===== src/rtl/a51_key_loader_if.sv =====
// ----------------------------------------------------------------------------
// a51_key_loader_if
//   Bundles the host request/status signals and the serial load signals of the
//   a51 keystream core into one interface for a51_key_loader.
//
//   Host side     : start, key_in, frame_in -> loader; busy, ready, err,
//                   ks_word, ks_valid <- loader
//   Core side     : startloading, keybit <- loader; doneloading, bitout -> loader
//
//   Modports
//     slave  : the loader itself (a51_key_loader)
//     master : the environment driving requests and modelling the core
// ----------------------------------------------------------------------------
interface a51_key_loader_if #(
   parameter int KEY_BITS   = 64,
   parameter int FRAME_BITS = 22,
   parameter int KS_BITS    = 32
);
   // Host request / status
   logic                  start;
   logic [KEY_BITS-1:0]   key_in;
   logic [FRAME_BITS-1:0] frame_in;
   logic                  busy;
   logic                  ready;
   logic                  err;
   logic [KS_BITS-1:0]    ks_word;
   logic                  ks_valid;

   // Serial load link to the keystream core
   logic                  startloading;
   logic                  keybit;
   logic                  doneloading;
   logic                  bitout;

   modport slave (
      input  start, key_in, frame_in, doneloading, bitout,
      output busy, ready, err, startloading, keybit, ks_word, ks_valid
   );

   modport master (
      output start, key_in, frame_in, doneloading, bitout,
      input  busy, ready, err, startloading, keybit, ks_word, ks_valid
   );
endinterface


===== src/rtl/a51_key_loader.sv =====
// ----------------------------------------------------------------------------
// a51_key_loader
//   Sequencer in front of the a51 keystream core. Captures a parallel session
//   key and frame number, then drives the core's serial load port: one
//   startloading pulse, KEY_BITS key bits (key_in[0] first), FRAME_BITS frame
//   bits (frame_in[0] first). It then waits for doneloading and raises ready,
//   or flags err if the core does not answer within DONE_TIMEOUT cycles.
//
//   Ports
//     clk, rst : rising-edge clock, asynchronous active-high reset
//     bus      : a51_key_loader_if.slave
//                start/key_in/frame_in in; busy/ready/err out (host side)
//                startloading/keybit out; doneloading/bitout in (core side)
//                ks_word/ks_valid out (first keystream word)
//
//   Build option
//     A51_CAPTURE_EN : when defined, the first KS_BITS keystream bits after
//                      doneloading are shifted into ks_word (first bit ends in
//                      the MSB) and announced with a one-cycle ks_valid.
//                      When undefined, ks_word/ks_valid are tied to 0.
// ----------------------------------------------------------------------------
module a51_key_loader #(
   parameter int KEY_BITS     = 64,
   parameter int FRAME_BITS   = 22,
   parameter int KS_BITS      = 32,
   parameter int DONE_TIMEOUT = 511
) (
   input logic              clk,
   input logic              rst,
   a51_key_loader_if.slave  bus
);

   localparam int BIT_W = 7;
   localparam int TO_W  = $clog2(DONE_TIMEOUT + 1);

   localparam logic [BIT_W-1:0] KEY_LAST   = BIT_W'(KEY_BITS - 1);
   localparam logic [BIT_W-1:0] FRAME_LAST = BIT_W'(FRAME_BITS - 1);
   localparam logic [TO_W-1:0]  TO_LAST    = TO_W'(DONE_TIMEOUT - 1);

   typedef enum logic [2:0] {
      S_IDLE,
      S_START,
      S_KEY,
      S_FRAME,
      S_WAIT_DONE,
      S_READY
   } state_t;

   state_t                state_q,        state_d;
   logic [KEY_BITS-1:0]   key_sr_q,       key_sr_d;
   logic [FRAME_BITS-1:0] frame_sr_q,     frame_sr_d;
   logic [BIT_W-1:0]      bit_cnt_q,      bit_cnt_d;
   logic [TO_W-1:0]       to_cnt_q,       to_cnt_d;
   logic                  busy_q,         busy_d;
   logic                  ready_q,        ready_d;
   logic                  err_q,          err_d;
   logic                  startloading_q, startloading_d;
   logic                  keybit_q,       keybit_d;

   // ------------------------------------------------------------------------
   // Next-state / next-output logic. Outputs are computed one cycle ahead so
   // every output leaves the block straight from a flop and lines up with the
   // state it belongs to (e.g. keybit_q holds key bit 0 in the first KEY cycle).
   // ------------------------------------------------------------------------
   always_comb begin
      // NOTE: every signal assigned below gets a default first, so no path
      // leaves one unassigned and no latch is inferred.
      state_d        = state_q;
      key_sr_d       = key_sr_q;
      frame_sr_d     = frame_sr_q;
      bit_cnt_d      = bit_cnt_q;
      to_cnt_d       = to_cnt_q;
      busy_d         = busy_q;
      ready_d        = ready_q;
      err_d          = 1'b0;
      startloading_d = 1'b0;
      keybit_d       = 1'b0;

      unique case (state_q)
         S_IDLE, S_READY: begin
            if (bus.start) begin
               key_sr_d       = bus.key_in;
               frame_sr_d     = bus.frame_in;
               bit_cnt_d      = '0;
               to_cnt_d       = '0;
               busy_d         = 1'b1;
               ready_d        = 1'b0;
               startloading_d = 1'b1;
               state_d        = S_START;
            end
         end

         S_START: begin
            keybit_d = key_sr_q[0];
            key_sr_d = key_sr_q >> 1;
            state_d  = S_KEY;
         end

         // bit_cnt_q is the index of the bit currently on keybit_q.
         S_KEY: begin
            if (bit_cnt_q == KEY_LAST) begin
               keybit_d   = frame_sr_q[0];
               frame_sr_d = frame_sr_q >> 1;
               bit_cnt_d  = '0;
               state_d    = S_FRAME;
            end else begin
               keybit_d  = key_sr_q[0];
               key_sr_d  = key_sr_q >> 1;
               bit_cnt_d = bit_cnt_q + 1'b1;
            end
         end

         S_FRAME: begin
            if (bit_cnt_q == FRAME_LAST) begin
               bit_cnt_d = '0;
               to_cnt_d  = '0;
               state_d   = S_WAIT_DONE;
            end else begin
               keybit_d   = frame_sr_q[0];
               frame_sr_d = frame_sr_q >> 1;
               bit_cnt_d  = bit_cnt_q + 1'b1;
            end
         end

         // doneloading wins over a timeout expiring on the same edge.
         S_WAIT_DONE: begin
            if (bus.doneloading) begin
               busy_d  = 1'b0;
               ready_d = 1'b1;
               state_d = S_READY;
            end else if (to_cnt_q == TO_LAST) begin
               err_d    = 1'b1;
               busy_d   = 1'b0;
               to_cnt_d = '0;
               state_d  = S_IDLE;
            end else begin
               to_cnt_d = to_cnt_q + 1'b1;
            end
         end

         default: state_d = S_IDLE;
      endcase
   end

   // NOTE: the shift registers and counters are reset along with the state so
   // an abandoned load leaves no stale key material or count behind.
   always_ff @(posedge clk or posedge rst) begin
      if (rst) begin
         state_q        <= S_IDLE;
         key_sr_q       <= '0;
         frame_sr_q     <= '0;
         bit_cnt_q      <= '0;
         to_cnt_q       <= '0;
         busy_q         <= 1'b0;
         ready_q        <= 1'b0;
         err_q          <= 1'b0;
         startloading_q <= 1'b0;
         keybit_q       <= 1'b0;
      end else begin
         // NOTE: non-blocking assignments so every flop samples the values
         // from before this edge, independent of statement order.
         state_q        <= state_d;
         key_sr_q       <= key_sr_d;
         frame_sr_q     <= frame_sr_d;
         bit_cnt_q      <= bit_cnt_d;
         to_cnt_q       <= to_cnt_d;
         busy_q         <= busy_d;
         ready_q        <= ready_d;
         err_q          <= err_d;
         startloading_q <= startloading_d;
         keybit_q       <= keybit_d;
      end
   end

   assign bus.busy         = busy_q;
   assign bus.ready        = ready_q;
   assign bus.err          = err_q;
   assign bus.startloading = startloading_q;
   assign bus.keybit       = keybit_q;

`ifdef A51_CAPTURE_EN
   // ------------------------------------------------------------------------
   // Keystream capture: first sample on the WAIT_DONE->READY edge, then one
   // per cycle while READY. A new accepted start abandons a partial capture.
   // ------------------------------------------------------------------------
   localparam int CAP_W = $clog2(KS_BITS + 1);
   localparam logic [CAP_W-1:0] CAP_FULL = CAP_W'(KS_BITS);

   logic [KS_BITS-1:0] cap_sr_q,   cap_sr_d;
   logic [KS_BITS-1:0] ks_word_q,  ks_word_d;
   logic [CAP_W-1:0]   cap_cnt_q,  cap_cnt_d;
   logic               cap_act_q,  cap_act_d;
   logic               ks_valid_q, ks_valid_d;
   logic [CAP_W-1:0]   cap_next;
   logic               accept;
   logic               done_edge;

   assign accept    = ((state_q == S_IDLE) || (state_q == S_READY)) && bus.start;
   assign done_edge = (state_q == S_WAIT_DONE) && bus.doneloading;

   always_comb begin
      cap_sr_d   = cap_sr_q;
      ks_word_d  = ks_word_q;
      cap_cnt_d  = cap_cnt_q;
      cap_act_d  = cap_act_q;
      ks_valid_d = 1'b0;
      cap_next   = '0;

      if (accept) begin
         cap_act_d = 1'b0;
         cap_cnt_d = '0;
      end else if (done_edge || (cap_act_q && (state_q == S_READY))) begin
         cap_next = done_edge ? CAP_W'(1) : cap_cnt_q + 1'b1;
         cap_sr_d = {cap_sr_q[KS_BITS-2:0], bus.bitout};
         if (cap_next == CAP_FULL) begin
            ks_word_d  = cap_sr_d;
            ks_valid_d = 1'b1;
            cap_act_d  = 1'b0;
            cap_cnt_d  = '0;
         end else begin
            cap_act_d = 1'b1;
            cap_cnt_d = cap_next;
         end
      end
   end

   always_ff @(posedge clk or posedge rst) begin
      if (rst) begin
         cap_sr_q   <= '0;
         ks_word_q  <= '0;
         cap_cnt_q  <= '0;
         cap_act_q  <= 1'b0;
         ks_valid_q <= 1'b0;
      end else begin
         cap_sr_q   <= cap_sr_d;
         ks_word_q  <= ks_word_d;
         cap_cnt_q  <= cap_cnt_d;
         cap_act_q  <= cap_act_d;
         ks_valid_q <= ks_valid_d;
      end
   end

   assign bus.ks_word  = ks_word_q;
   assign bus.ks_valid = ks_valid_q;
`else
   // Capture not built: the keystream bit has no consumer here.
   logic unused_bitout;
   assign unused_bitout = bus.bitout;
   assign bus.ks_word   = '0;
   assign bus.ks_valid  = 1'b0;
`endif

endmodule


===== src/flat_wrapper.sv =====
// flat-port wrapper written by rule: the top's interface ports become plain ports
module a51_key_loader_flat 
#(
   parameter int KEY_BITS     = 64,
   parameter int FRAME_BITS   = 22,
   parameter int KS_BITS      = 32,
   parameter int DONE_TIMEOUT = 511
)
  (clk, rst, bus_start, bus_key_in, bus_frame_in, bus_doneloading, bus_bitout, bus_busy, bus_ready, bus_err, bus_startloading, bus_keybit, bus_ks_word, bus_ks_valid);
  a51_key_loader_if #(.KEY_BITS(KEY_BITS), .FRAME_BITS(FRAME_BITS), .KS_BITS(KS_BITS)) bus_i ();
  input logic clk;
  input logic rst;
  input wire logic [$bits(bus_i.start)-1:0] bus_start;
  input wire logic [$bits(bus_i.key_in)-1:0] bus_key_in;
  input wire logic [$bits(bus_i.frame_in)-1:0] bus_frame_in;
  input wire logic [$bits(bus_i.doneloading)-1:0] bus_doneloading;
  input wire logic [$bits(bus_i.bitout)-1:0] bus_bitout;
  output wire logic [$bits(bus_i.busy)-1:0] bus_busy;
  output wire logic [$bits(bus_i.ready)-1:0] bus_ready;
  output wire logic [$bits(bus_i.err)-1:0] bus_err;
  output wire logic [$bits(bus_i.startloading)-1:0] bus_startloading;
  output wire logic [$bits(bus_i.keybit)-1:0] bus_keybit;
  output wire logic [$bits(bus_i.ks_word)-1:0] bus_ks_word;
  output wire logic [$bits(bus_i.ks_valid)-1:0] bus_ks_valid;
  assign bus_i.start = bus_start;
  assign bus_i.key_in = bus_key_in;
  assign bus_i.frame_in = bus_frame_in;
  assign bus_i.doneloading = bus_doneloading;
  assign bus_i.bitout = bus_bitout;
  assign bus_busy = bus_i.busy;
  assign bus_ready = bus_i.ready;
  assign bus_err = bus_i.err;
  assign bus_startloading = bus_i.startloading;
  assign bus_keybit = bus_i.keybit;
  assign bus_ks_word = bus_i.ks_word;
  assign bus_ks_valid = bus_i.ks_valid;
  a51_key_loader #(.KEY_BITS(KEY_BITS), .FRAME_BITS(FRAME_BITS), .KS_BITS(KS_BITS), .DONE_TIMEOUT(DONE_TIMEOUT)) u_core (.clk(clk), .rst(rst), .bus(bus_i));
endmodule

===== config.mk =====
export PLATFORM = sky130hd
export DESIGN_NAME = a51_key_loader_flat
export DESIGN_NICKNAME = d
export VERILOG_FILES = /design/src/rtl/a51_key_loader_if.sv /design/src/rtl/a51_key_loader.sv /design/src/flat_wrapper.sv
export SDC_FILE = /design/constraint.sdc
export NUM_CORES = 1
export LEC_CHECK = 0
export BUFFER_PORTS_ARGS = -buffer_cell sky130_fd_sc_hd__buf_2
export CAP_MARGIN = 15
export CORE_MARGIN = 2
export CORE_UTILIZATION = 58
export DETAILED_ROUTE_END_ITERATION = 10
export PLACE_DENSITY = 0.89
export SLEW_MARGIN = 0
export SYNTH_ARGS = -nofsm -noshare
export SYNTH_HDL_FRONTEND = slang
export SYNTH_SLANG_ARGS = --single-unit

===== constraint.sdc =====
create_clock -name clk -period 6.4 [get_ports clk]
set_clock_uncertainty 0.05 [all_clocks]
set_input_delay 0.32 -clock clk [delete_from_list [all_inputs] [get_ports clk]]
set_output_delay 0.32 -clock clk [all_outputs]
set_load 0.01 [all_outputs]

### Word level (Yosys, flattened, before mapping)

Cells that the tools add are included.

* add/sub/neg operators: 2
* equal/unequal tests: 16
* muxes and demuxes: 37
* reduce and logical (&&, ||, !) cells: 13

Operators with widths (number)
* $pmux W64 S3: 1
* $mux W64: 2
* $mux W22: 3
* $pmux W22 S3: 1
* $mux W9: 4
* $pmux W9 S3: 1
* $mux W7: 3
* $pmux W7 S3: 1
* $mux W3: 5
* $pmux W3 S5: 1
* $mux W1: 12
* $reduce_and A4 Y1: 3
* $ne A2 B2 Y1 const B: 5
* $add A9 B1 Y9 const B: 1
* $eq A9 B9 Y1 const B: 1
* $reduce_and A3 Y1: 3
* $reduce_bool A3 Y1: 3
* $add A7 B1 Y7 const B: 1
* $eq A7 B5 Y1 const B: 1
* $eq A7 B6 Y1 const B: 1
* $eq A3 B2 Y1 const B: 2
* $eq A3 B3 Y1 const B: 2
* $ne A2 B1 Y1 const B: 2
* $pmux W1 S2: 2
* other kinds (7): 7

* flip-flop bits (word level): 110
* output and inout port bits: 38
* word-level logic and storage cells: 78

### Longest topological paths before layout

* word-level depth: 4
* mapped depth: 8

### Worst setup path before layout

OpenSTA, ideal clock, no wires.

* path kind: register -> register
* start point: reg u_core.bit_cnt_q[0]
* end point: reg u_core.key_sr_q[0]
* data arrival time: 1.473 ns
* required time: 6.224 ns
* slack: 4.751 ns
* cell stages (with the launch flop): 8
* clock period less this slack: 1.649 ns
* cells stage by stage: dfrtp_1 > ha_1 > nand3_1 > o21ai_2 > o22ai_1 > buf_2 > buf_2 > a21oi_1

* word-level cells in the longest chain between the ends: 3

Ends and longest elaborated chain
* start, declared: line a51_key_loader.sv:52 `logic [BIT_W-1:0] bit_cnt_q, bit_cnt_d;`
* start signal, assigned: line a51_key_loader.sv:165 `bit_cnt_q <= bit_cnt_d;`
* $eq A7 B6 Y1: line a51_key_loader.sv:101 `if (bit_cnt_q == KEY_LAST) begin`
* $ne A2 B2 Y1 (no source line)
* $reduce_and A3 Y1 (no source line)
* end signal, assigned: line a51_key_loader.sv:163 `key_sr_q <= key_sr_d;`
* end, declared: line a51_key_loader.sv:50 `logic [KEY_BITS-1:0] key_sr_q, key_sr_d;`

Every way passes these cells.
A chain may end at the register's enable or synchronous reset.

### Final worst setup path

* start point: reg u_core.state_q[0]
* end point: reg u_core.key_sr_q[58]

* word-level cells in the longest chain between the ends: 4

Ends and longest elaborated chain
* start, declared: line a51_key_loader.sv:49 `state_t state_q, state_d;`
* start signal, assigned: line a51_key_loader.sv:162 `state_q <= state_d;`
* $eq A3 B3 Y1 / $logic_not A3 Y1 (equally long branches): line a51_key_loader.sv:79 `unique case (state_q)`
* $reduce_or A2 Y1: line a51_key_loader.sv:79
* $ne A2 B2 Y1 (no source line) / $reduce_bool A3 Y1 (equally long branches)
* $reduce_and A3 Y1 (no source line)

Several ways; a longest one is shown, not always the timed one.

==> report_table.html <==
<table>
<tr><th>Metric</th><th>Value</th></tr>
<tr><th colspan="2">Power and ir drop</th></tr>
<tr><td>Pwr per Cell Area</td><td>442 nW/um^2</td></tr>
<tr><td>Sequential share of power</td><td>44.2%</td></tr>
<tr><td>Total power</td><td>2.69 mW</td></tr>
<tr><td>Sw Share</td><td>40.0%</td></tr>
<tr><td>Worst supply voltage drop on vdd</td><td>0.265 mV</td></tr>
<tr><td>Power share of the combinational group</td><td>40.3%</td></tr>
<tr><td>NetSw</td><td>1.08 mW</td></tr>
<tr><td>Total leakage power</td><td>2.88 nW</td></tr>
<tr><td>Internal power</td><td>1.62 mW</td></tr>
<tr><td>Clock group share of total power</td><td>15.5%</td></tr>
<tr><th colspan="2">Clocking</th></tr>
<tr><td>Maximum clock insertion buffer count</td><td>2</td></tr>
<tr><td>Number of gates given a new drive strength after cts</td><td>0</td></tr>
<tr><td>Total clock buffers created by CTS</td><td>9</td></tr>
<tr><td>Clk Latency, worst-skew pair</td><td>0.38 ns</td></tr>
<tr><td>CTS H-Tree Depth</td><td>3</td></tr>
<tr><td>CTS root buffer</td><td>sky130_fd_sc_hd__clkbuf_8</td></tr>
<tr><td>Post-CTS repair timing setup buffer count</td><td>0</td></tr>
<tr><td>Clock edge transition at the registers on the reported setup and hold paths</td><td>0.12 ns</td></tr>
<tr><td>Number of clock sinks seen by CTS</td><td>110</td></tr>
<tr><td>TritonCTS clock tree</td><td>done</td></tr>
<tr><th colspan="2">Route</th></tr>
<tr><td>DRC violations left</td><td>0</td></tr>
<tr><td>Post-detailed-route via-to-cell ratio</td><td>5.53</td></tr>
<tr><td>Iteration-0 DRC count of the detailed router</td><td>241</td></tr>
<tr><td>Average routed wire per standard cell</td><td>14.9 microns</td></tr>
<tr><td>Total length of routed wires</td><td>11400 microns</td></tr>
<tr><td>Drt pass-1 iters</td><td>5</td></tr>
<tr><td>Number of antenna-violating nets in the routed design</td><td>0</td></tr>
<tr><td>Total vias in the final route</td><td>4256</td></tr>
<tr><th colspan="2">Synthesis</th></tr>
<tr><td>Count of yosys warnings during synthesis</td><td>0</td></tr>
<tr><td>Proportion of synthesized area in mux cells</td><td>11.4%</td></tr>
<tr><td>Share of the synthesized netlist area taken by xor and xnor gates</td><td>0.793%</td></tr>
<tr><td>FF+latch count, synth</td><td>110</td></tr>
<tr><td>Post-synth ARST share</td><td>100%</td></tr>
<tr><td>Sequential element share of the synthesized area</td><td>49.8%</td></tr>
<tr><td>Post-synthesis instance area</td><td>5520 sq um</td></tr>
<tr><td>Area leader, netlist</td><td>sky130_fd_sc_hd__dfrtp_1</td></tr>
<tr><td>Simple-gate share of the synthesized area</td><td>12.0%</td></tr>
<tr><td>Avg Inst Size Synth</td><td>9.88 sq um</td></tr>
<tr><td>Post-synth top area share</td><td>49.8%</td></tr>
<tr><td>Most instantiated cells after synthesis</td><td>sky130_fd_sc_hd__dfrtp_1, sky130_fd_sc_hd__a21oi_1, sky130_fd_sc_hd__nor2_1, sky130_fd_sc_hd__mux2i_1, sky130_fd_sc_hd__buf_4</td></tr>
<tr><td>Dominant register cell in the synthesized netlist</td><td>sky130_fd_sc_hd__dfrtp_1</td></tr>
<tr><td>Main combinational cell family by area after synthesis</td><td>compound AO/OA/AOI/OAI gates</td></tr>
<tr><td>EDFF count, synth</td><td>0</td></tr>
<tr><td>Adder-Cell Fraction of Synth Area</td><td>1.11%</td></tr>
<tr><td>Unique cell type count in the Yosys netlist</td><td>45</td></tr>
<tr><td>Ranking of synthesized cells by area</td><td>sky130_fd_sc_hd__dfrtp_1, sky130_fd_sc_hd__mux2i_1, sky130_fd_sc_hd__a21oi_1</td></tr>
<tr><td>Number of standard cells after synthesis</td><td>559</td></tr>
<tr><td>Post-synthesis compound-gate area fraction</td><td>15.6%</td></tr>
<tr><td>Most common cell in the synthesized netlist</td><td>sky130_fd_sc_hd__dfrtp_1</td></tr>
<tr><th colspan="2">GRT</th></tr>
<tr><td>All-Layer GR Usage</td><td>22.9%</td></tr>
<tr><td>Routing usage on met3</td><td>4.97%</td></tr>
<tr><td>Met1 GRT Util</td><td>28.7%</td></tr>
<tr><td>Wire length of the first global-routing pass</td><td>18800 microns</td></tr>
<tr><td>Global route total overflow</td><td>0</td></tr>
<tr><td>GRT Max-Usage Layer</td><td>met2</td></tr>
<tr><td>GR Layer Usage met2</td><td>39.7%</td></tr>
<tr><td>Number of global-route vias before repair</td><td>4153</td></tr>
<tr><td>Number of antenna violations at the first check in global routing</td><td>1</td></tr>
<tr><td>Maximum number of pins on one net before global-route repair</td><td>129</td></tr>
<tr><th colspan="2">STA</th></tr>
<tr><td>Unrepaired setup endpoints after global routing</td><td>false</td></tr>
<tr><td>Fraction of the cycle the final worst path needs</td><td>48.1%</td></tr>
<tr><td>Highest achievable clock rate</td><td>325 MHz</td></tr>
<tr><td>Post-Route Setup TNS</td><td>0 ns</td></tr>
<tr><td>Minimum clock period after layout</td><td>3.08 ns</td></tr>
<tr><td>Measured slew at the worst slew-check pin</td><td>1.12 ns</td></tr>
<tr><td>Setup violations, final</td><td>0</td></tr>
<tr><td>Worst setup margin</td><td>3.32 ns</td></tr>
<tr><td>Count of final hold-check violations</td><td>0</td></tr>
<tr><td>Final count of pins violating max slew</td><td>0</td></tr>
<tr><td>Rel. slew slack</td><td>25.0%</td></tr>
<tr><th colspan="2">Floorplanning</th></tr>
<tr><td>Initial Utilization</td><td>59.8%</td></tr>
<tr><td>Area of the die</td><td>10300 sq um</td></tr>
<tr><td>Core area</td><td>9240 sq um</td></tr>
<tr><td>Die outline width</td><td>102 microns</td></tr>
<tr><td>Die Height</td><td>102 microns</td></tr>
<tr><td>Row cnt</td><td>35</td></tr>
<tr><td>Number of ports placed on the die boundary</td><td>129</td></tr>
<tr><th colspan="2">Final layout</th></tr>
<tr><td>Fraction of final layout cells with drive strength greater than 1</td><td>19.7%</td></tr>
<tr><td>Util after Layout</td><td>65.9%</td></tr>
<tr><td>Finished Layout Cells</td><td>769</td></tr>
<tr><td>Area taken by flip-flops and latches</td><td>2750 sq um</td></tr>
<tr><td>Area Growth Syn to Fin</td><td>10.3%</td></tr>
<tr><td>Area occupied by multi-input gates</td><td>2410 sq um</td></tr>
<tr><td>Count of nets after finishing</td><td>730</td></tr>
<tr><td>Fill cells</td><td>724</td></tr>
<tr><td>Ant diodes</td><td>0</td></tr>
<tr><th colspan="2">Placement</th></tr>
<tr><td>Setup WS pre-CTS</td><td>3.31 ns</td></tr>
<tr><td>Estimated wirelength of the detail-placed design</td><td>7760 microns</td></tr>
<tr><td>Last weighted congestion value of the routability-driven placer</td><td>0.800</td></tr>
<tr><td>Placed Cells incl. Taps</td><td>751</td></tr>
<tr><td>PortBufs</td><td>94</td></tr>
<tr><th colspan="2">Setup path</th></tr>
<tr><td>Worst reg2reg path endpoint</td><td>u_core.key_sr_q[58]</td></tr>
<tr><td>Startpoint type of the worst setup path</td><td>flip-flop</td></tr>
<tr><td>Type of element capturing the critical path</td><td>flip-flop</td></tr>
<tr><td>Required time at the endpoint of the critical path</td><td>6.61 ns</td></tr>
<tr><td>Flop-to-flop setup slack</td><td>3.32 ns</td></tr>
<tr><td>Crit Path Max Fanout</td><td>37</td></tr>
<tr><td>RR Startpoint</td><td>u_core.state_q[0]</td></tr>
<tr><td>Worst-case reg-to-reg path depth</td><td>6</td></tr>
<tr><td>Crit Path Category</td><td>reg -&gt; reg</td></tr>
<tr><td>Data arrival time of the critical path</td><td>3.29 ns</td></tr>
<tr><th colspan="2">Min path</th></tr>
<tr><td>Min-delay src</td><td>bus_frame_in[21]</td></tr>
<tr><td>Worst-case hold path end point</td><td>u_core.frame_sr_q[21]</td></tr>
<tr><td>Cell count of the worst hold path</td><td>3</td></tr>
<tr><td>Hold WC Path Type</td><td>in -&gt; reg</td></tr>
<tr><th colspan="2">Status</th></tr>
<tr><td>Run status</td><td>completed</td></tr>
<tr><th colspan="2">Run</th></tr>
<tr><td>Max-capacitance violation count</td><td>0</td></tr>
</table>
## worst max path at each step
stage                            startpoint                  end  slack (ns)  depth (start not counted)
after detailed placement  u_core.state_q[0]  u_core.key_sr_q[58]        3.31                          6
after global routing      u_core.state_q[0]  u_core.key_sr_q[58]        3.13                          6
final                     u_core.state_q[0]  u_core.key_sr_q[58]        3.32                          6
after global placement    u_core.state_q[1]  u_core.key_sr_q[58]        3.44                          6
after floorplan                         rst  u_core.bit_cnt_q[0]        3.13                          1
after CTS                 u_core.state_q[0]  u_core.key_sr_q[58]        3.29                          6
## cells by family after synthesis
logic type,Yosys count
flops,110
other cells,1
buf+inv,76
xor+xnor,5
fa+ha+maj,5
mux,63
compound gates,149
simple gates,150
## sequential cells by signal (all words and copies together) (netlist names)
| register | count |
|---|---|
| u_core.bus.err | 1 |
| u_core.bus.busy | 1 |
| u_core.state_q | 3 |
| u_core.key_sr_q | 64 |
| u_core.bit_cnt_q | 7 |
| u_core.bus.ready | 1 |
| u_core.to_cnt_q | 9 |
| u_core.frame_sr_q | 22 |
| u_core.bus.keybit | 1 |
| u_core.bus.startloading | 1 |
## worst max-delay path, cell delays in order (launching register included)
cell	delay (ns)
sky130_fd_sc_hd__dfrtp_1	0.55
sky130_fd_sc_hd__inv_2	0.20
sky130_fd_sc_hd__nand2_1	0.11
sky130_fd_sc_hd__a21oi_4	0.91
sky130_fd_sc_hd__buf_4	0.66
sky130_fd_sc_hd__mux2i_1	0.35
sky130_fd_sc_hd__a21oi_1	0.12
## layer usage
layer | wire length, microns | share of wire [%]
met4 | 180 | 1.6
met3 | 665 | 5.8
met1 | 4740 | 41
met5 | 12 | 0.10
met2 | 5830 | 51
## repair_timing
| item | 4_1_cts | 5_1_grt |
|---|---|---|
| hold buffers | 1 | 0 |
| setup endpoints to repair | 0 | 0 |
| endpoints found under the hold margin | 39 | 0 |
## power by group through the flow
stage	combinational, mW	clock (mW)	sequential (mW)
final	1.09	0.417	1.19
after global routing	1.22	0.448	1.23
after CTS	1.07	0.423	1.19
after detailed placement	1.06	0	1.20
after global placement	0.991	0	1.17
after floorplan	0.983	0	1.13
## cell usage in the layout, fill, tap and decap left out, drive strengths merged, types with 2 or more instances in the layout
cell type / n
ha: 4
buf: 98
clkbuf: 9
conb: 33
clkinv: 5
mux2i: 63
o22ai: 24
a21oi: 95
o31ai: 5
nor2: 90
nand2: 19
nor2b: 3
o21ai: 10
o311ai: 3
and4: 2
inv: 12
and3: 7
dfrtp: 110
a32o: 2
xnor2: 5
nand2b: 6
nor3: 4
a211oi: 4
nand3: 13
## cell type report
type                            count  area share, %
Tap cell                          129           2.65
Clock buffer                        9           2.03
Inverter                           10          0.657
Multi-Input combinational cell    405           39.5
Timing Repair Buffer               99           8.71
Sequential cell                   110           45.2
Clock inverter                      7           1.27
## stage by stage
step | hold WS [ns] | cell area [sq um]
floorplan | 0.403 | 5640
global placement | 0.325 | 5850
detailed placement | 0.337 | 5850
CTS | 0.142 | 6070
global route | 0.153 | 6090
finish | 0.142 | 6090
Power figures use the tool's default switching activity.
